--- config.mk ---
export PLATFORM = sky130hd
export DESIGN_NAME = master_logic_flat
export DESIGN_NICKNAME = d
export VERILOG_FILES = /design/src/rtl/axi_bus_pkg.sv /design/src/rtl/master_logic_if.sv /design/src/rtl/master_logic_byte_fifo.sv /design/src/rtl/master_logic.sv /design/src/flat_wrapper.sv
export SDC_FILE = /design/constraint.sdc
export NUM_CORES = 1
export LEC_CHECK = 0
export CORE_MARGIN = 2
export CORE_UTILIZATION = 30
export DETAILED_ROUTE_END_ITERATION = 6
export SLEW_MARGIN = 20
export SYNTH_ARGS = -nofsm -noshare
export SYNTH_HDL_FRONTEND = slang
export SYNTH_HIERARCHICAL = 1
export SYNTH_SLANG_ARGS = --single-unit
--- constraint.sdc ---
create_clock -name clk -period 2.6 [get_ports clk]
set_input_delay 0.52 -clock clk [delete_from_list [all_inputs] [get_ports clk]]
set_output_delay 0.52 -clock clk [all_outputs]
set_load 0.1 [all_outputs]
--- src/rtl/axi_bus_pkg.sv ---
// Shared definitions for the master_logic / slave_logic byte link:
// default data width, FSM state encoding and the transfer-counter width.
package axi_bus_pkg;

  localparam int DEFAULT_DATA_W = 8;
  localparam int DEFAULT_DEPTH  = 4;
  localparam int TXCNT_W        = 16;

  typedef enum logic [0:0] {
    IDLE = 1'b0,
    SEND = 1'b1
  } state_e;

  // Width of a counter that must represent 0..max_val inclusive.
  function automatic int cnt_w(input int max_val);
    return (max_val < 2) ? 1 : $clog2(max_val + 1);
  endfunction

endpackage : axi_bus_pkg

--- src/rtl/master_logic_if.sv ---
// Valid/ready byte link between master_logic (producer) and slave_logic (consumer).
interface master_logic_if
  import axi_bus_pkg::*;
#(
  parameter int DATA_W = DEFAULT_DATA_W
) ();

  logic              m_valid;
  logic [DATA_W-1:0] m_data;
  logic              s_ready;

  modport master (
    output m_valid,
    output m_data,
    input  s_ready
  );

  modport slave (
    input  m_valid,
    input  m_data,
    output s_ready
  );

endinterface : master_logic_if

--- src/rtl/master_logic_byte_fifo.sv ---
// byte_fifo: DEPTH-entry FIFO with a separate occupancy count so full and
// empty are never ambiguous. Head data is presented combinationally.
module byte_fifo
  import axi_bus_pkg::*;
#(
  parameter int DATA_W = DEFAULT_DATA_W,
  parameter int DEPTH  = DEFAULT_DEPTH,
  localparam int PTR_W = $clog2(DEPTH),
  localparam int CNT_W = cnt_w(DEPTH)
) (
  input  logic              clk,
  input  logic              rst,
  input  logic              push,
  input  logic              pop,
  input  logic [DATA_W-1:0] wr_data,
  output logic [DATA_W-1:0] rd_data,
  output logic              full,
  output logic              empty,
  output logic [CNT_W-1:0]  count
);

  logic [DATA_W-1:0] mem [DEPTH];

  logic [PTR_W-1:0] wr_ptr_q, wr_ptr_d;
  logic [PTR_W-1:0] rd_ptr_q, rd_ptr_d;
  logic [CNT_W-1:0] count_q,  count_d;

  logic push_ok;
  logic pop_ok;

  assign full    = (count_q == CNT_W'(DEPTH));
  assign empty   = (count_q == '0);
  assign count   = count_q;
  assign rd_data = mem[rd_ptr_q];

  assign push_ok = push && !full;
  assign pop_ok  = pop  && !empty;

  // NOTE: every variable written here gets a default first, so no path
  // leaves it unassigned and no latch is inferred.
  always_comb begin
    wr_ptr_d = wr_ptr_q;
    rd_ptr_d = rd_ptr_q;
    count_d  = count_q;
    if (push_ok) wr_ptr_d = wr_ptr_q + PTR_W'(1);
    if (pop_ok)  rd_ptr_d = rd_ptr_q + PTR_W'(1);
    unique case ({push_ok, pop_ok})
      2'b10:   count_d = count_q + CNT_W'(1);
      2'b01:   count_d = count_q - CNT_W'(1);
      default: count_d = count_q;
    endcase
  end

  // NOTE: sequential state is updated with non-blocking assignments so all
  // flops sample their inputs from before the edge, independent of order.
  always_ff @(posedge clk) begin
    if (rst) begin
      wr_ptr_q <= '0;
      rd_ptr_q <= '0;
      count_q  <= '0;
    end else begin
      wr_ptr_q <= wr_ptr_d;
      rd_ptr_q <= rd_ptr_d;
      count_q  <= count_d;
    end
  end

  // NOTE: storage is deliberately not reset; the count gates every read, so
  // stale contents are never observed and the array maps onto plain RAM.
  always_ff @(posedge clk) begin
    if (push_ok) mem[wr_ptr_q] <= wr_data;
  end

endmodule : byte_fifo

--- src/rtl/master_logic.sv ---
// master_logic: buffers producer bytes and drives them to slave_logic over a
// valid/ready link. Optional MASTER_TXCNT_EN adds a 16-bit handshake counter.
module master_logic
  import axi_bus_pkg::*;
#(
  parameter int DATA_W = DEFAULT_DATA_W,
  parameter int DEPTH  = DEFAULT_DEPTH,
  localparam int LVL_W = $clog2(DEPTH + 2)
) (
  input  logic              clk,
  input  logic              rst,
  input  logic              wr_en,
  input  logic [DATA_W-1:0] wr_data,
  output logic              full,
  output logic [LVL_W-1:0]  level,
  output logic              overflow,
  master_logic_if.master    bus
`ifdef MASTER_TXCNT_EN
  ,
  output logic [TXCNT_W-1:0] tx_count
`endif
);

  localparam int CNT_W = cnt_w(DEPTH);

  state_e            state_q, state_d;
  logic [DATA_W-1:0] data_q,  data_d;
  logic [LVL_W-1:0]  level_q, level_d;
  logic              ovf_q,   ovf_d;

  logic [DATA_W-1:0] fifo_rd_data;
  logic              fifo_full;
  logic              fifo_empty;
  logic [CNT_W-1:0]  fifo_count;

  logic handshake;
  logic out_free;
  logic load_fifo;
  logic bypass;
  logic push;
  logic drop;
  logic accepted;

  byte_fifo #(
    .DATA_W (DATA_W),
    .DEPTH  (DEPTH)
  ) u_fifo (
    .clk     (clk),
    .rst     (rst),
    .push    (push),
    .pop     (load_fifo),
    .wr_data (wr_data),
    .rd_data (fifo_rd_data),
    .full    (fifo_full),
    .empty   (fifo_empty),
    .count   (fifo_count)
  );

  // Queued bytes always win the output register over a new write, which keeps
  // ordering intact; bypass only happens when nothing is waiting.
  assign handshake = (state_q == SEND) && bus.s_ready;
  assign out_free  = (state_q == IDLE) || handshake;
  assign load_fifo = out_free && !fifo_empty;
  assign bypass    = out_free && fifo_empty && wr_en;
  assign push      = wr_en && !bypass && !fifo_full;
  assign drop      = wr_en && !bypass && fifo_full;
  assign accepted  = bypass || push;

  always_comb begin
    state_d = state_q;
    data_d  = data_q;
    level_d = level_q;
    ovf_d   = ovf_q || drop;

    unique case (state_q)
      IDLE:    if (load_fifo || bypass) state_d = SEND;
      SEND:    if (handshake && !(load_fifo || bypass)) state_d = IDLE;
      default: state_d = IDLE;
    endcase

    if (load_fifo)   data_d = fifo_rd_data;
    else if (bypass) data_d = wr_data;

    unique case ({accepted, handshake})
      2'b10:   level_d = level_q + LVL_W'(1);
      2'b01:   level_d = level_q - LVL_W'(1);
      default: level_d = level_q;
    endcase
  end

  always_ff @(posedge clk) begin
    if (rst) begin
      state_q <= IDLE;
      data_q  <= '0;
      level_q <= '0;
      ovf_q   <= 1'b0;
    end else begin
      state_q <= state_d;
      data_q  <= data_d;
      level_q <= level_d;
      ovf_q   <= ovf_d;
    end
  end

  assign bus.m_valid = (state_q == SEND);
  assign bus.m_data  = data_q;
  assign full        = fifo_full;
  assign level       = level_q;
  assign overflow    = ovf_q;

`ifdef MASTER_TXCNT_EN
  logic [TXCNT_W-1:0] txcnt_q, txcnt_d;

  always_comb begin
    txcnt_d = txcnt_q;
    if (handshake) txcnt_d = txcnt_q + TXCNT_W'(1);
  end

  always_ff @(posedge clk) begin
    if (rst) txcnt_q <= '0;
    else     txcnt_q <= txcnt_d;
  end

  assign tx_count = txcnt_q;
`endif

  // The FIFO count is only consumed via full/empty; keep it visible for debug.
  logic unused_count;
  assign unused_count = ^fifo_count;

endmodule : master_logic

--- src/flat_wrapper.sv ---
// flat-port wrapper written by rule: the top's interface ports become plain ports
module master_logic_flat import axi_bus_pkg::*;
#(
  parameter int DATA_W = DEFAULT_DATA_W,
  parameter int DEPTH  = DEFAULT_DEPTH,
  localparam int LVL_W = $clog2(DEPTH + 2)
)
  (clk, rst, wr_en, wr_data, full, level, overflow, bus_m_valid, bus_m_data, bus_s_ready);
  master_logic_if #(.DATA_W(DATA_W)) bus_i ();
  input  logic clk;
  input  logic rst;
  input  logic wr_en;
  input  logic [DATA_W-1:0] wr_data;
  output logic full;
  output logic [LVL_W-1:0] level;
  output logic overflow;
  output wire logic [$bits(bus_i.m_valid)-1:0] bus_m_valid;
  output wire logic [$bits(bus_i.m_data)-1:0] bus_m_data;
  input wire logic [$bits(bus_i.s_ready)-1:0] bus_s_ready;
  assign bus_m_valid = bus_i.m_valid;
  assign bus_m_data = bus_i.m_data;
  assign bus_i.s_ready = bus_s_ready;
  master_logic #(.DATA_W(DATA_W), .DEPTH(DEPTH)) u_core (.clk(clk), .rst(rst), .wr_en(wr_en), .wr_data(wr_data), .full(full), .level(level), .overflow(overflow), .bus(bus_i));
endmodule
# After elaboration in Yosys (flattened, before gate mapping)
# Memories as Yosys holds them, arrays and structs flattened. A register that Yosys moved wholly into a read port is not among the register bits.
# Cells that the tools add are included.
[totals]
word_cells = 53
inputBits = 12
mem_bits_rw = 32
out_inout_bits = 14
latchBits = 0
mem_bits_ro = 0
n_memories = 1
ff_bits = 20
[op_classes]
mul = 0
eq_ne = 5
n_lt_le_gt_ge = 0
n_mux = 11
div_mod_pow = 0
add_sub_neg = 6
n_bitwise = 1
reduce_logical = 22
shift = 0
[memory_table]
columns = ["name", "depth", "width", "rd", "rd_ports_with_merged_regs", "write_ports", "line", "rtl"]
rows = [
  ["u_core.u_fifo.mem", 4, 8, 1, 1, 1, "master_logic_byte_fifo.sv:22", "logic [DATA_W-1:0] mem [DEPTH];"],
]
[op_table]
columns = ["operator", "count"]
rows = [
  ["8-bit 2-to-1 mux", 2],
  ["3-bit one-hot mux with 2 select lines", 2],
  ["1-bit logical AND", 10],
  ["3-bit by 1-bit adder with 3-bit output (second input constant)", 2],
  ["2-bit nonzero test", 3],
  ["3-bit by 1-bit subtractor with 3-bit output (second input constant)", 2],
  ["2-bit by 1-bit adder with 2-bit output (second input constant)", 2],
  ["2-bit by 1-bit == test with 1-bit output (second input constant)", 2],
  ["2-bit == test (second input constant)", 2],
  ["1-bit logical NOT", 4],
  ["1-bit logical OR", 4],
  ["1-bit 2-to-1 mux", 4],
  ["2-bit 2-to-1 mux", 2],
  ["3-bit == test (second input constant)", 1],
  ["3-bit logical NOT", 1],
  ["1-bit one-hot mux with 2 select lines", 1],
  ["1-bit NOT", 1],
]

# Longest topological paths before layout
# Gate-level depths: netlist of run 1.
[depth]
ltp_word = 10
depth_mapped = 13
ltp_nobuf = 12

# Hierarchy
# Netlist of run 1, hierarchy kept.
[modules_own_cells]
columns = ["mod", "cells_per_inst", "seq_area_each_um2", "n_inst", "area_each_um2"]
rows = [
  ["byte_fifo", 96, 1141.1, 1, 1635.3],
  ["master_logic", 69, 260.2, 1, 644.4],
]

# Least setup slack after synthesis of run 1
# OpenSTA, ideal clock, no wires.
[synth_timing]
kind = "reg-to-reg"
start = "register u_core.u_fifo.count_q[2], in the netlist u_core/u_fifo/count[2]"
end = "register u_core.u_fifo.count_q[2], in the netlist u_core/u_fifo/count[2]"
setup_slack_ns = -0.794
setup_ns = 0.070
path_buffers = 0
arrival_ns = 3.323
period_less_slack_ns = 3.394
path_stages_with_launch = 12
required_time_ns = 2.530
path_cell_list = "dfxtp_1 nor3b_2 nor3_1 inv_1 nor2_1 inv_1 ha_1 inv_1 fa_1 xor2_1 or3_1 a21oi_1"
[synth_between]
word_cells_on_any_way = 18
classes_between = "2 x add/sub; 3 x eq/ne; 1 x mux; 12 x reduce/logical"
[synth_lines]
columns = ["element", "line", "rtl"]
rows = [
  ["start: declaration", "master_logic_byte_fifo.sv:26", "logic [CNT_W-1:0] count_q, count_d;"],
  ["start signal: assignment", "master_logic_byte_fifo.sv:64", "count_q <= count_d;"],
  ["3-bit == test *", "master_logic_byte_fifo.sv:31", "assign full = (count_q == CNT_W'(DEPTH));"],
  ["named net full", "flat_wrapper.sv:14", "output logic full;"],
  ["1-bit logical NOT *", "master_logic.sv:65", "assign push = wr_en && !bypass && !fifo_full;"],
  ["1-bit logical AND *", "master_logic.sv:65", ""],
  ["named net u_core.push", "master_logic.sv:40", "logic push;"],
  ["1-bit logical AND *", "master_logic_byte_fifo.sv:36", "assign push_ok = push && !full;"],
  ["2-bit by 1-bit == test with 1-bit output or 2-bit == test (tied branches)", "master_logic_byte_fifo.sv:47", "unique case ({push_ok, pop_ok})"],
  ["3-bit one-hot mux with 2 select lines or 2-bit nonzero test (tied branches)", "-", ""],
]
# The timed path passes the listed nets; every way through them passes the cells marked *.
# A chain may end at the register's enable or synchronous reset.

# Worst setup path in the final report of run 1
[layout_timing]
start = "input bus_s_ready"
end = "register u_core.u_fifo.count_q[2], in the netlist u_core/u_fifo/count[2]"
[layout_between]
elab_chain_len = 10
word_cells_on_any_way = 14
classes_between = "2 x eq/ne; 1 x mux; 11 x reduce/logical"
[layout_lines]
columns = ["element", "line", "rtl"]
rows = [
  ["start: declaration", "flat_wrapper.sv:19", "input wire logic [$bits(bus_i.s_ready)-1:0] bus_s_ready;"],
  ["1-bit logical AND *", "master_logic.sv:61", "assign handshake = (state_q == SEND) && bus.s_ready;"],
  ["1-bit logical OR *", "master_logic.sv:62", "assign out_free = (state_q == IDLE) || handshake;"],
  ["1-bit logical AND * (2 in series)", "master_logic.sv:64", "assign bypass = out_free && fifo_empty && wr_en;"],
  ["1-bit logical NOT *", "master_logic.sv:65", ""],
  ["1-bit logical AND * (2 in series)", "master_logic.sv:65", ""],
  ["named net u_core.push", "master_logic.sv:40", ""],
  ["1-bit logical AND *", "master_logic_byte_fifo.sv:36", ""],
  ["2-bit by 1-bit == test with 1-bit output or 2-bit == test (tied branches)", "master_logic_byte_fifo.sv:47", ""],
  ["3-bit one-hot mux with 2 select lines or 2-bit nonzero test (tied branches)", "-", ""],
]
# Marked as above.

==> flow_metrics.py, run 1 <==
metrics = {
    "outcome": {
        "status": "finished, final reports clean",
    },
    "synthesis": {
        "synth.most_common_cell": "edfxtp_1",
        "ys_seq_area_frac": 0.615,
        "async_flop_share": 0,
        "synthTopCellsByCount": "edfxtp_1, dfxtp_1, a21oi_1, inv_1, nor2_1",
        "yosys.area.top_type_share": 0.422,
        "syn_inst": 165,
        "syn_avg_cell_area_um2": 13.8,
        "synthDistinctLibCells": 29,
        "synth-main-ff-cell": "edfxtp_1",
        "netlist_area_um2": 2280,
        "ys_ff_latch": 54,
        "syn_nets": 185,
        "synth_edf_count": 32,
        "synthTopCellsByArea": "edfxtp_1, dfxtp_1, mux4_2",
        "synth_top_area_cell": "edfxtp_1",
        "yosys_warnings": 6,
    },
    "route": {
        "firstDrtPassIters": 4,
        "first_iter_violations": 71,
        "drcViolationCount": 0,
        "postRouteAntennaNets": 0,
        "routed_wl_um": 3930,
        "vias": 1371,
        "vias_per_cell": 4.47,
        "wl_per_cell_um": 12.8,
    },
    "pwr": {
        "power_density_nw_per_um2": 932,
        "power_w": 0.00264,
        "leakagePower_nw": 1.04,
        "peakVddDrop_mv": 0.231,
        "swShare": 0.398,
        "p_int_w": 0.00159,
        "p_comb_frac": 0.408,
        "clockPowerShare": 0.173,
        "seqPwrFrac": 0.419,
        "power.switching_w": 0.00105,
    },
    "sta": {
        "skew_ns": 0.00999,
        "max_freq_ghz": 0.411,
        "min_period_ns": 2.43,
        "fin_ws_ns": 0.168,
        "min_period_over_period": 0.935,
        "rsz0062_at_grt": "false",
        "drv_slew": 0,
        "finalSetupTns_ns": 0,
        "hold_viol": 0,
        "worstMarginPinSlew_ns": 0.543,
        "setup_viol": 0,
        "worst_slew_margin_rel": 0.638,
    },
    "cts": {
        "htreeDepth": 2,
        "tritoncts.num_buffers": 5,
        "holdBufCountCts": 0,
        "insertion_delay_ns": 0.31,
        "cts_setup_buffers": 0,
        "cts_root_buf": "clkbuf_8",
        "ctsLongestPathBuffers": 2,
        "cts_tree": "built",
        "cts.sinks": 54,
        "clk_pin_slew_worst_paths_ns": 0.10,
    },
    "critical_path": {
        "cp-end-kind": "register",
        "cp-start-kind": "primary input",
        "crit_required_ns": 2.82,
        "path_cells": "clkdlybuf4s50_1 > nand2b_4 > and2_4 > nor3_2 > inv_1 > nor2_2 > inv_1 > ha_2 > inv_1 > fa_2 > xor2_1 > or3_1 > a21oi_1",
        "cp_slowest_cell": "clkdlybuf4s50_1",
        "critPathArrivalTime_ns": 2.66,
        "slowest_delay_ns": 0.48,
        "critPathKind": "primary input to register",
        "cp_max_fo": 3,
        "critPathMostFrequentCell": "inv_1",
    },
    "place": {
        "place_ws_ns": -0.157,
        "hpwl_um": 2790,
        "place_inst": 299,
        "place_congestion": 0.732,
        "io_buffers": 25,
    },
    "global_routing": {
        "grt_max_degree": 18,
        "first_global_vias": 1274,
        "antenna_found_initial": 0,
        "grt_pass1_wl_um": 6200,
        "overflow": 0,
        "grt_usage": 0.0972,
    },
    "floorplanning": {
        "core-area_um2": 7290,
        "rows": 31,
        "ios": 26,
        "die_area_um2": 8310,
        "fp.dieW_um": 91.2,
        "die_y_um": 91.2,
        "initial_core_util": 0.313,
    },
    "cells_and_area": {
        "nNetsFinal": 227,
        "drive_above_1_share": 0.308,
        "stdcell_count": 307,
        "syn2layout_area_growth_pct": 24.3,
        "antenna_cells": 0,
    },
    "worst_hold_path": {
        "hp-class": "register to register",
    },
    "job": {
        "drv_cap": 0,
    },
}
[routing by layer]
layer | vias to the layer above | global-route usage | share of wire
met1 | 656 | 0.121 | 0.47
met4 | 0 | 0.0417 | 0.019
met3 | 7 | 0.0315 | 0.041
met5 | - | 0 | 0
li1 | 681 | - | -
met2 | 27 | 0.156 | 0.47
[placed cells by master, fill, tap and decap left out, drive strengths merged, types with 6 or more instances in the layout]
cell,count
dfxtp,22
edfxtp,32
mux4,8
clkdlybuf4s50,11
and2,6
a211oi,9
nor2,10
clkbuf,6
a21oi,16
inv,14
ha,6
mux2i,9
buf,31
[state kept, by name, indices dropped and copies added (netlist names), named ones only]
name                    flops
u_core/u_fifo/rd_ptr_q      2
u_core/overflow             1
u_core/level                3
u_core/u_fifo/mem          32
u_core/bus.m_data           8
u_core/bus.m_valid          1
u_core/u_fifo/count         3
u_core/u_fifo/wr_ptr_q      2
[cells by family after synthesis]
kind of cell | share of synthesized area
adder cells (fa/ha/maj) | 0.0505
AND/OR/NAND/NOR | 0.0719
flip-flops | 0.615
multiplexers | 0.119
buffers and inverters | 0.0379
XOR/XNOR | 0.0192
AO/OA/AOI/OAI | 0.0873
[layout make-up]
cell class / instances / area, µm²
Fill cell: 711 / 4460
Sequential cell: 54 / 1410
Multi-Input combinational cell: 91 / 825
Timing Repair Buffer: 42 / 343
Tap cell: 99 / 124
Clock buffer: 6 / 72.6
Inverter: 13 / 48.8
Clock inverter: 2 / 13.8
[final timing paths]
kind | start | endpoint | slack [ns] | cells after the start
max | bus_s_ready | u_core/u_fifo/count[2]$_SDFFE_PP0P_ | 0.17 | 13
min | u_core/overflow$_SDFF_PP0_ | u_core/overflow$_SDFF_PP0_ | 0.50 | 1
max reg2reg | u_core/u_fifo/count[1]$_SDFFE_PP0P_ | u_core/u_fifo/count[2]$_SDFFE_PP0P_ | 0.30 | 12
min reg2reg | u_core/overflow$_SDFF_PP0_ | u_core/overflow$_SDFF_PP0_ | 0.50 | 1
[power by group through the flow]
stage               Combinational [W]  Clock (W)  Sequential, W
floorplan                    0.000457          0        0.00148
detailed placement            0.00107          0        0.00113
finish                        0.00108   0.000457        0.00111
global route                  0.00115   0.000516        0.00112
CTS                           0.00107   0.000485        0.00111
global placement              0.00106          0        0.00112
[worst max-delay path, delay by kind of cell]
kind                     cells  cell delay, ns
buffers and inverters        4            0.68
adder cells (fa/ha/maj)      2            0.50
XOR/XNOR                     1            0.15
AO/OA/AOI/OAI                1            0.12
AND/OR/NAND/NOR              5            0.67
[stage by stage]
stage | cell area [µm²] | util | hold slack, ns
CTS | 2820 | 0.387 | 0.501
global placement | 2730 | 0.375 | 0.465
detailed placement | 2730 | 0.375 | 0.476
finish | 2830 | 0.388 | 0.496
global route | 2830 | 0.388 | 0.515
floorplan | 2300 | - | 0.459
[repair_timing]
action	4_1_cts	5_1_grt
gates resized for setup	0	3
setup endpoints to repair	0	1
hold endpoints to repair	0	0
Power figures use the tool's default switching activity.
==> inputs of run 2 (changes only) <==
--- a/config.mk
+++ b/config.mk
@@ -5,10 +5,11 @@
 export SDC_FILE = /design/constraint.sdc
 export NUM_CORES = 1
 export LEC_CHECK = 0
+export CORE_ASPECT_RATIO = 1.2
 export CORE_MARGIN = 2
 export CORE_UTILIZATION = 30
 export DETAILED_ROUTE_END_ITERATION = 6
-export SLEW_MARGIN = 20
+export SLEW_MARGIN = 10
 export SYNTH_ARGS = -nofsm -noshare
 export SYNTH_HDL_FRONTEND = slang
 export SYNTH_HIERARCHICAL = 1
==> flow_metrics.py, run 2 (synthesis gave the netlist of run 1 again) <==
metrics = {
    "critical_path": {
        "critPathKind": "register to register",
        "rrSetupSlack_ns": 0.24,
        "crit_required_ns": 2.83,
        "cp_max_fo": 5,
        "critPathArrivalTime_ns": 2.60,
        "cp-end-kind": "register",
        "cp-start-kind": "register",
    },
    "place": {
        "hpwl_um": 2900,
        "io_buffers": 25,
        "place_congestion": 0.721,
    },
    "floorplanning": {
        "rows": 34,
        "initial_core_util": 0.312,
        "fp.dieW_um": 83.6,
        "die_y_um": 99.5,
        "ios": 26,
        "die_area_um2": 8310,
        "core-area_um2": 7320,
    },
    "sta": {
        "hold_viol": 0,
        "min_period_ns": 2.36,
        "whs_ns": 0.486,
        "rsz0062_at_grt": "false",
        "finalSetupTns_ns": 0,
        "min_period_over_period": 0.909,
        "worst_slew_margin_rel": 0.450,
        "max_freq_ghz": 0.423,
        "worstMarginPinSlew_ns": 0.822,
        "setup_viol": 0,
        "skew_ns": 0.00815,
        "drv_slew": 0,
    },
    "outcome": {
        "status": "finished, final reports clean",
    },
    "route": {
        "firstDrtPassIters": 4,
        "first_iter_violations": 43,
        "routed_wl_um": 4140,
        "drcViolationCount": 0,
        "wl_per_cell_um": 13.9,
        "vias_per_cell": 4.60,
        "vias": 1376,
        "postRouteAntennaNets": 0,
    },
    "cells_and_area": {
        "antenna_cells": 0,
        "fillers": 698,
        "final_common_cell": "edfxtp_1",
        "drive_above_1_share": 0.321,
        "nNetsFinal": 228,
        "regMostFlops": "u_core/u_fifo/mem",
        "syn2layout_area_growth_pct": 26.7,
        "largest_reg_flops": 32,
        "layout_common_cells": "edfxtp_1, buf_4, dfxtp_1",
    },
    "pwr": {
        "power_density_nw_per_um2": 930,
        "power_w": 0.00269,
        "peakVddDrop_mv": 0.469,
        "leakagePower_nw": 1.05,
    },
    "global_routing": {
        "grt_pass1_wl_um": 6630,
        "grt_max_degree": 23,
        "first_global_vias": 1331,
        "overflow": 0,
        "antenna_found_initial": 0,
        "grt_usage": 0.104,
    },
    "job": {
        "drv_cap": 0,
    },
    "cts": {
        "clk_pin_slew_worst_paths_ns": 0.10,
        "htreeDepth": 2,
        "cts_tree": "built",
        "cts_root_buf": "clkbuf_8",
        "tritoncts.num_buffers": 5,
        "holdBufCountCts": 0,
        "ctsLongestPathBuffers": 2,
        "insertion_delay_ns": 0.31,
        "cts.sinks": 54,
    },
    "worst_hold_path": {
        "hp-class": "register to register",
    },
}
==> run 2: cell types whose count changed in the layout (fill, tap and decap cells not counted) <==
cell / before / now
clkinvlp_4: 0 / 2
a21oi_2: 1 / 2
nor2_2: 1 / 2
a21oi_1: 15 / 14
buf_4: 31 / 28
clkinv_2: 1 / 0
inv_6: 1 / 0
nor2_1: 9 / 8
clkdlybuf4s50_1: 11 / 10
buf_12: 0 / 4
dlymetal6s2s_1: 0 / 1
==> run 2: what timing repair did <==
| item | 4_1_cts | 5_1_grt |
|---|---|---|
| gates resized for setup | 0 | 6 |
| buffers inserted | 0 | 1 |
| hold endpoints to repair | 0 | 0 |
| setup endpoints to repair | 0 | 1 |
==> run 2: per-stage QoR <==
step                worst slack (ns)  area, µm²   util  std cells
floorplan                     -0.240       2300      -        165
detailed placement            -0.167       2770  0.379        290
finish                         0.237       2890  0.395        299
CTS                            0.144       2860  0.391        298
global placement              -0.126       2770  0.379        290
global route                  0.0402       2890  0.395        299
==> run 2: power breakdown <==
part | switching (W) | internal [W] | total (W) | leakage [nW]
Clock | 0.000276 | 0.000190 | 0.000466 | 0.0374
Sequential | 0.0000840 | 0.00103 | 0.00111 | 0.471
Combinational | 0.000714 | 0.000398 | 0.00111 | 0.543
Total | 0.00107 | 0.00161 | 0.00269 | 1.05
==> run 2: critical path, stage by stage, from the launching register on <==
cell	delay, ns
dfxtp_2	0.37
nor3_2	0.26
and2_4	0.20
nor3_2	0.04
inv_1	0.09
nor2_2	0.05
inv_1	0.06
ha_2	0.17
inv_1	0.05
fa_2	0.33
xor2_1	0.15
or3_1	0.39
a21oi_2	0.12
==> run 2: cell type report <==
type,instances,area (µm²),share of cell area
sequential,54,1410,0.487
multi-input combinational,91,831,0.288
timing repair buffer,43,403,0.139
tap,90,113,0.0390
clock buffer,6,72.6,0.0251
inverter,13,48.8,0.0169
clock inverter,2,15.0,0.00520
==> run 2: path summary, 6_finish.rpt <==
| path | from | end | cells after the start |
|---|---|---|---|
| max | u_core/u_fifo/count[1]$_SDFFE_PP0P_ | u_core/u_fifo/count[2]$_SDFFE_PP0P_ | 12 |
| min | u_core/u_fifo/rd_ptr_q[1]$_SDFFE_PP0P_ | register | 2 |
| max reg2reg | u_core/u_fifo/count[1]$_SDFFE_PP0P_ | u_core/u_fifo/count[2]$_SDFFE_PP0P_ | 12 |
| min reg2reg | u_core/u_fifo/rd_ptr_q[1]$_SDFFE_PP0P_ | register | 2 |
==> run 2: per-layer routing <==
layer	vias up	wire [µm]	global-route usage
met2	29	2110	0.175
met1	658	1760	0.122
met3	6	181	0.0241
li1	683	-	-
met5	-	0	0
met4	0	96	0.0558
==> inputs of run 3 (changes only) <==
--- a/config.mk
+++ b/config.mk
@@ -9,7 +9,7 @@
 export CORE_MARGIN = 2
 export CORE_UTILIZATION = 30
 export DETAILED_ROUTE_END_ITERATION = 6
-export SLEW_MARGIN = 10
+export SLEW_MARGIN = 5
 export SYNTH_ARGS = -nofsm -noshare
 export SYNTH_HDL_FRONTEND = slang
 export SYNTH_HIERARCHICAL = 1
==> results of run 3 <==
Same layout as run 2: the final DEF is identical, and so are final timing and power.
==> RTL edit 1: new RTL, config.mk and constraints of run 2 <==
`data_q` no longer has a reset.
--- a/src/rtl/master_logic.sv
+++ b/src/rtl/master_logic.sv
@@ -91,15 +91,17 @@
   always_ff @(posedge clk) begin
     if (rst) begin
       state_q <= IDLE;
-      data_q  <= '0;
       level_q <= '0;
       ovf_q   <= 1'b0;
     end else begin
       state_q <= state_d;
-      data_q  <= data_d;
       level_q <= level_d;
       ovf_q   <= ovf_d;
     end
+  end
+
+  always_ff @(posedge clk) begin
+    data_q <= data_d;
   end
 
   assign bus.m_valid = (state_q == SEND);
Formal check against the unedited RTL: not equivalent (Yosys sat finds a counterexample within 4 cycles, from zero or initial values and one cycle with rst high).
==> RTL edit 1 against run 2 <==
- count of clock-buffer cells in the layout fell by 1
- cell area is 0.17% lower
- clock skew up 0.0030 ns
- largest cell class unchanged
- sequential cell count did not move
- setup slack got worse by 0.045 ns
- power grew 3.4%
- area after synthesis grew 0.38%
- worst hold slack got worse by 0.029 ns
- wire length down 9.6%
==> RTL edit 1: results (changes against run 2) <==
----------------------------------------------------
[Critical path]
  Crit path arrival time ... 2.64 ns (was 2.60 ns)
  Maximum fanout encountered on the critical timing path ... 4 (was 5)
  Setup slack, reg-to-reg ... 0.29 ns (was 0.24 ns)
  Maximum cell stage delay along the critical path ... 0.51 ns (was 0.39 ns)
  Cell type of the slowest stage on the worst timing path ... sky130_fd_sc_hd__clkdlybuf4s50_1 (was sky130_fd_sc_hd__or3_1)

[GRT]
  Overall Global Routing Usage ... 0.0968 (was 0.104)
  Vias in the first global route ... 1247 (was 1331)
  Pin count of the biggest net entering global routing ... 19 (was 23)

[Pwr]
  Clock power share ... 0.206 (was 0.173)
  Psw ... 0.00106 W (was 0.00107 W)
  Largest vdd supply drop ... 0.527 mV (was 0.469 mV)
  Switching share of power ... 0.382 (was 0.400)

[Placement]
  Worst setup slack before clock tree synthesis ... -0.137 ns (was -0.167 ns)
  Placer Congestion ... 0.710 (was 0.721)
  # placed instances ... 273 (was 290)
  Placed wire-length estimate ... 2.65 mm (was 2.90 mm)

[Outcome]
  Status ... finished, final reports clean (unchanged)

[Routing]
  Number of vias per cell ... 4.43 (was 4.60)
  Violation count after the first detailed-routing iteration ... 64 (was 43)
  First-pass DRT Iterations ... 2 (was 4)

[Timing]
  Final hold slack ... 0.457 ns (was 0.486 ns)
  Largest clock skew in the final design ... 0.0112 ns (was 0.00815 ns)

[Logic synthesis]
  Synthesized netlist net count ... 165 (was 185)
  Cells taking the most area after synthesis ... sky130_fd_sc_hd__edfxtp_1 52%, sky130_fd_sc_hd__dfxtp_1 12%, sky130_fd_sc_hd__mux4_2 7.9%, sky130_fd_sc_hd__mux2_4 5.2%, sky130_fd_sc_hd__ha_1 3.3% (was sky130_fd_sc_hd__edfxtp_1 42%, sky130_fd_sc_hd__dfxtp_1 19%, sky130_fd_sc_hd__mux4_2 7.9%, sky130_fd_sc_hd__mux2i_1 4.0%, sky130_fd_sc_hd__a21oi_1 3.3%)
  Distinct cells, synth ... 28 (was 29)
  Commonest cells in the synthesized netlist ... 40 x sky130_fd_sc_hd__edfxtp_1, 14 x sky130_fd_sc_hd__dfxtp_1, 13 x sky130_fd_sc_hd__inv_1 (was 32 x sky130_fd_sc_hd__edfxtp_1, 22 x sky130_fd_sc_hd__dfxtp_1, 15 x sky130_fd_sc_hd__a21oi_1)
  Count of flip-flops with a built-in enable after synthesis ... 40 (was 32)

[Worst hold path]
  Startpoint of the tightest hold check path ... u_core/overflow (was u_core/u_fifo/rd_ptr_q[1])

----------------------------------------------------
## RTL edit 1: cell count changes in the layout (fill, tap and decap cells not counted), moves of 7 or more
cell / run 2 / this run
sky130_fd_sc_hd__a211oi_1: 9 / 0
sky130_fd_sc_hd__dfxtp_1: 18 / 10
sky130_fd_sc_hd__edfxtp_1: 32 / 40
sky130_fd_sc_hd__mux2_4: 0 / 8
sky130_fd_sc_hd__mux2i_1: 9 / 1
sky130_fd_sc_hd__a21oi_1: 14 / 7
## RTL edit 1: worst max path at each step
stage,end,slack [ns],cells after the start,start
final,u_core/u_fifo/count[2],0.19,13,bus_s_ready
after CTS,u_core/u_fifo/count[2],0.18,13,bus_s_ready
after detailed placement,u_core/u_fifo/count[2],-0.14,13,bus_s_ready
after floorplan,u_core/u_fifo/count[2],-0.27,11,u_core/u_fifo/count[2]
after global placement,u_core/u_fifo/count[2],-0.09,13,bus_s_ready
after global routing,u_core/u_fifo/count[2],0.05,13,bus_s_ready
## RTL edit 1: cell families after synthesis
kind of cell	share of synthesized area
DFF	0.647
and+or+nand+nor	0.0820
AOI/OAI and AO/OA	0.0388
xor gates and xnor gates	0.0191
adders and majority gates	0.0503
buffers and inverters	0.0268
muxes	0.136
## RTL edit 1: per-layer routing
layer  vias to the layer above  share of wire  GRT usage
li1                        611              -          -
met4                         0          0.026     0.0521
met3                         7          0.036     0.0266
met1                       608           0.43      0.113
met5                         -              0          0
met2                        20           0.51      0.162
## RTL edit 1: cell type report
type	count	area (µm²)	area share
flip-flops and latches	54	1490	0.515
clock inverters	3	47.5	0.0165
well taps	90	113	0.0390
repair buffers	41	360	0.125
inverters	13	48.8	0.0169
clock buffers	5	68.8	0.0239
multi-input cells	75	759	0.263
==> RTL edit 2: new RTL, flow settings as in run 2 <==
Without the edit above. Change the package constant `DEFAULT_DEPTH` from 4 to 2.
--- a/src/rtl/axi_bus_pkg.sv
+++ b/src/rtl/axi_bus_pkg.sv
@@ -3,7 +3,7 @@
 package axi_bus_pkg;
 
   localparam int DEFAULT_DATA_W = 8;
-  localparam int DEFAULT_DEPTH  = 4;
+  localparam int DEFAULT_DEPTH  = 2;
   localparam int TXCNT_W        = 16;
 
   typedef enum logic [0:0] {
Interface: changed (resized level); port bits go from 26 to 25. No check against the original RTL was run, so the function may have changed too.
==> RTL edit 2 against run 2 <==
- sequential cell count decreased by 21
- setup slack improved by 0.027 ns
- area after synthesis is 40% lower
- wire length decreased by 31%
- highest routed layer unchanged
- clock power shrank 16%
- power decreased by 35%
- critical path type is now in -> reg
- count of clock-buffer cells in the layout rose by 2
- largest cell class unchanged
- cell area shrank 40%
==> RTL edit 2: results (changes against run 2) <==
----------------------------------------------------
[Clocking]
  Clock input transition at the sequential cells of the worst setup and hold paths ... 0.06 ns (was 0.10 ns)
  Source-to-sink clock delay at the later pin of the worst-skew pair ... 0.28 ns (was 0.31 ns)

[Final layout]
  Share of layout cells above drive strength 1 ... 0.241 (was 0.321)
  Total Nets Final ... 154 (was 228)
  Max reg flops ... 16 (was 32)

[Logic synthesis]
  Synthesized netlist net count ... 126 (was 185)
  Part of the Yosys area used for sequential elements ... 0.595 (was 0.615)
  Cells taking the most area after synthesis ... sky130_fd_sc_hd__edfxtp_1 35%, sky130_fd_sc_hd__dfxtp_1 25%, sky130_fd_sc_hd__mux2_2 6.5%, sky130_fd_sc_hd__mux2i_1 5.8%, sky130_fd_sc_hd__a211oi_1 4.9% (was sky130_fd_sc_hd__edfxtp_1 42%, sky130_fd_sc_hd__dfxtp_1 19%, sky130_fd_sc_hd__mux4_2 7.9%, sky130_fd_sc_hd__mux2i_1 4.0%, sky130_fd_sc_hd__a21oi_1 3.3%)
  Count of flip-flops with a built-in enable after synthesis ... 16 (was 32)
  Number of instances in the synthesized netlist ... 112 (was 165)
  Commonest cells in the synthesized netlist ... 17 x sky130_fd_sc_hd__dfxtp_1, 16 x sky130_fd_sc_hd__edfxtp_1, 12 x sky130_fd_sc_hd__a21oi_1 (was 32 x sky130_fd_sc_hd__edfxtp_1, 22 x sky130_fd_sc_hd__dfxtp_1, 15 x sky130_fd_sc_hd__a21oi_1)

[Pwr]
  Largest vdd supply drop ... 0.470 mV (was 0.469 mV)

[Timing]
  Worst relative slew slack ... 0.562 (was 0.450)

[Outcome]
  Status ... finished, final reports clean (unchanged)

[Critical path]
  Crit Reg-Reg Startpoint ... u_core/u_fifo/count[0] (was u_core/u_fifo/count[1])
  Setup slack, reg-to-reg ... 0.59 ns (was 0.24 ns)
  Maximum fanout encountered on the critical timing path ... 3 (was 5)
  Crit path arrival time ... 2.53 ns (was 2.60 ns)
  End of the worst register-to-register path ... u_core/u_fifo/count[1] (was u_core/u_fifo/count[2])

[Placement]
  # port buffers ... 24 (was 25)
  # placed instances ... 191 (was 290)
  Placed wire-length estimate ... 2.01 mm (was 2.90 mm)

[GRT]
  Pin count of the biggest net entering global routing ... 18 (was 23)
  Vias in the first global route ... 967 (was 1331)

[Worst hold path]
  Startpoint of the tightest hold check path ... u_core/overflow (was u_core/u_fifo/rd_ptr_q[1])
  Instance count along the most critical hold path ... 1 (was 2)

[Routing]
  Routed len/inst ... 14.5 µm (was 13.9 µm)
  Number of vias per cell ... 4.73 (was 4.60)
  Violation count after the first detailed-routing iteration ... 14 (was 43)

----------------------------------------------------
RTL edit 2: changes by cell type after synthesis, sizes merged, moves of 4 or more:
cell | before | now
edfxtp | 32 | 16
inv | 13 | 5
mux2 | 0 | 8
mux4 | 8 | 0
dfxtp | 22 | 17
and2 | 6 | 2
ha | 6 | 2
nor2 | 10 | 6
RTL edit 2: logic make-up after synthesis:
logic type	after synthesis	synth area share
fa+ha+maj	2	0.0181
compound gates	28	0.126
flops	33	0.595
simple gates	18	0.0708
mux	16	0.123
xor+xnor	5	0.0318
buf+inv	10	0.0345
RTL edit 2: layout make-up:
cell class / count / area share
timing repair buffer: 26 / 0.128
clock buffer: 8 / 0.0519
sequential: 33 / 0.473
multi-input combinational: 69 / 0.294
inverter: 5 / 0.0108
tap: 58 / 0.0418
RTL edit 2: worst max-delay path, stage by stage:
cell and delay, ns:
sky130_fd_sc_hd__clkdlybuf4s50_1 0.42, sky130_fd_sc_hd__nand2b_1 0.16, sky130_fd_sc_hd__and2_2 0.21, sky130_fd_sc_hd__nor3_1 0.24, sky130_fd_sc_hd__nand2_1 0.12, sky130_fd_sc_hd__ha_1 0.33
sky130_fd_sc_hd__or3_1 0.36, sky130_fd_sc_hd__a21oi_1 0.17
RTL edit 2: report_power, final:
part,internal [W],switching [W]
logic,0.000205,0.000483
clock network,0.000216,0.000176
registers,0.000629,0.0000484
total,0.00105,0.000708
RTL edit 2: how the worst max path moves through the flow:
stage,startpoint,to,slack (ns),cells past startpoint
after floorplan,u_core/bus.m_valid,u_core/u_fifo/mem[0][0],0.02,7
after global placement,bus_s_ready,u_core/u_fifo/mem[0][3],0.05,7
after detailed placement,bus_s_ready,u_core/u_fifo/mem[0][4],-0.004,7
after CTS,bus_s_ready,u_core/u_fifo/count[1],0.31,8
after global routing,bus_s_ready,u_core/u_fifo/count[1],0.17,9
final,bus_s_ready,u_core/u_fifo/count[1],0.26,8
RTL edit 2: routing by layer:
layer / GRT usage / wire (µm)
met5: 0 / 0
met1: 0.139 / 1230
met2: 0.203 / 1440
met4: 0.0563 / 57
met3: 0.0501 / 150
RTL edit 2: stage by stage:
stage | hold WS (ns) | util | setup slack [ns]
after global placement | 0.472 | 0.366 | 0.0474
after global routing | 0.529 | 0.386 | 0.173
after floorplan | 0.452 | - | 0.0199
after CTS | 0.495 | 0.386 | 0.305
final | 0.496 | 0.386 | 0.264
after detailed placement | 0.476 | 0.366 | -0.00439
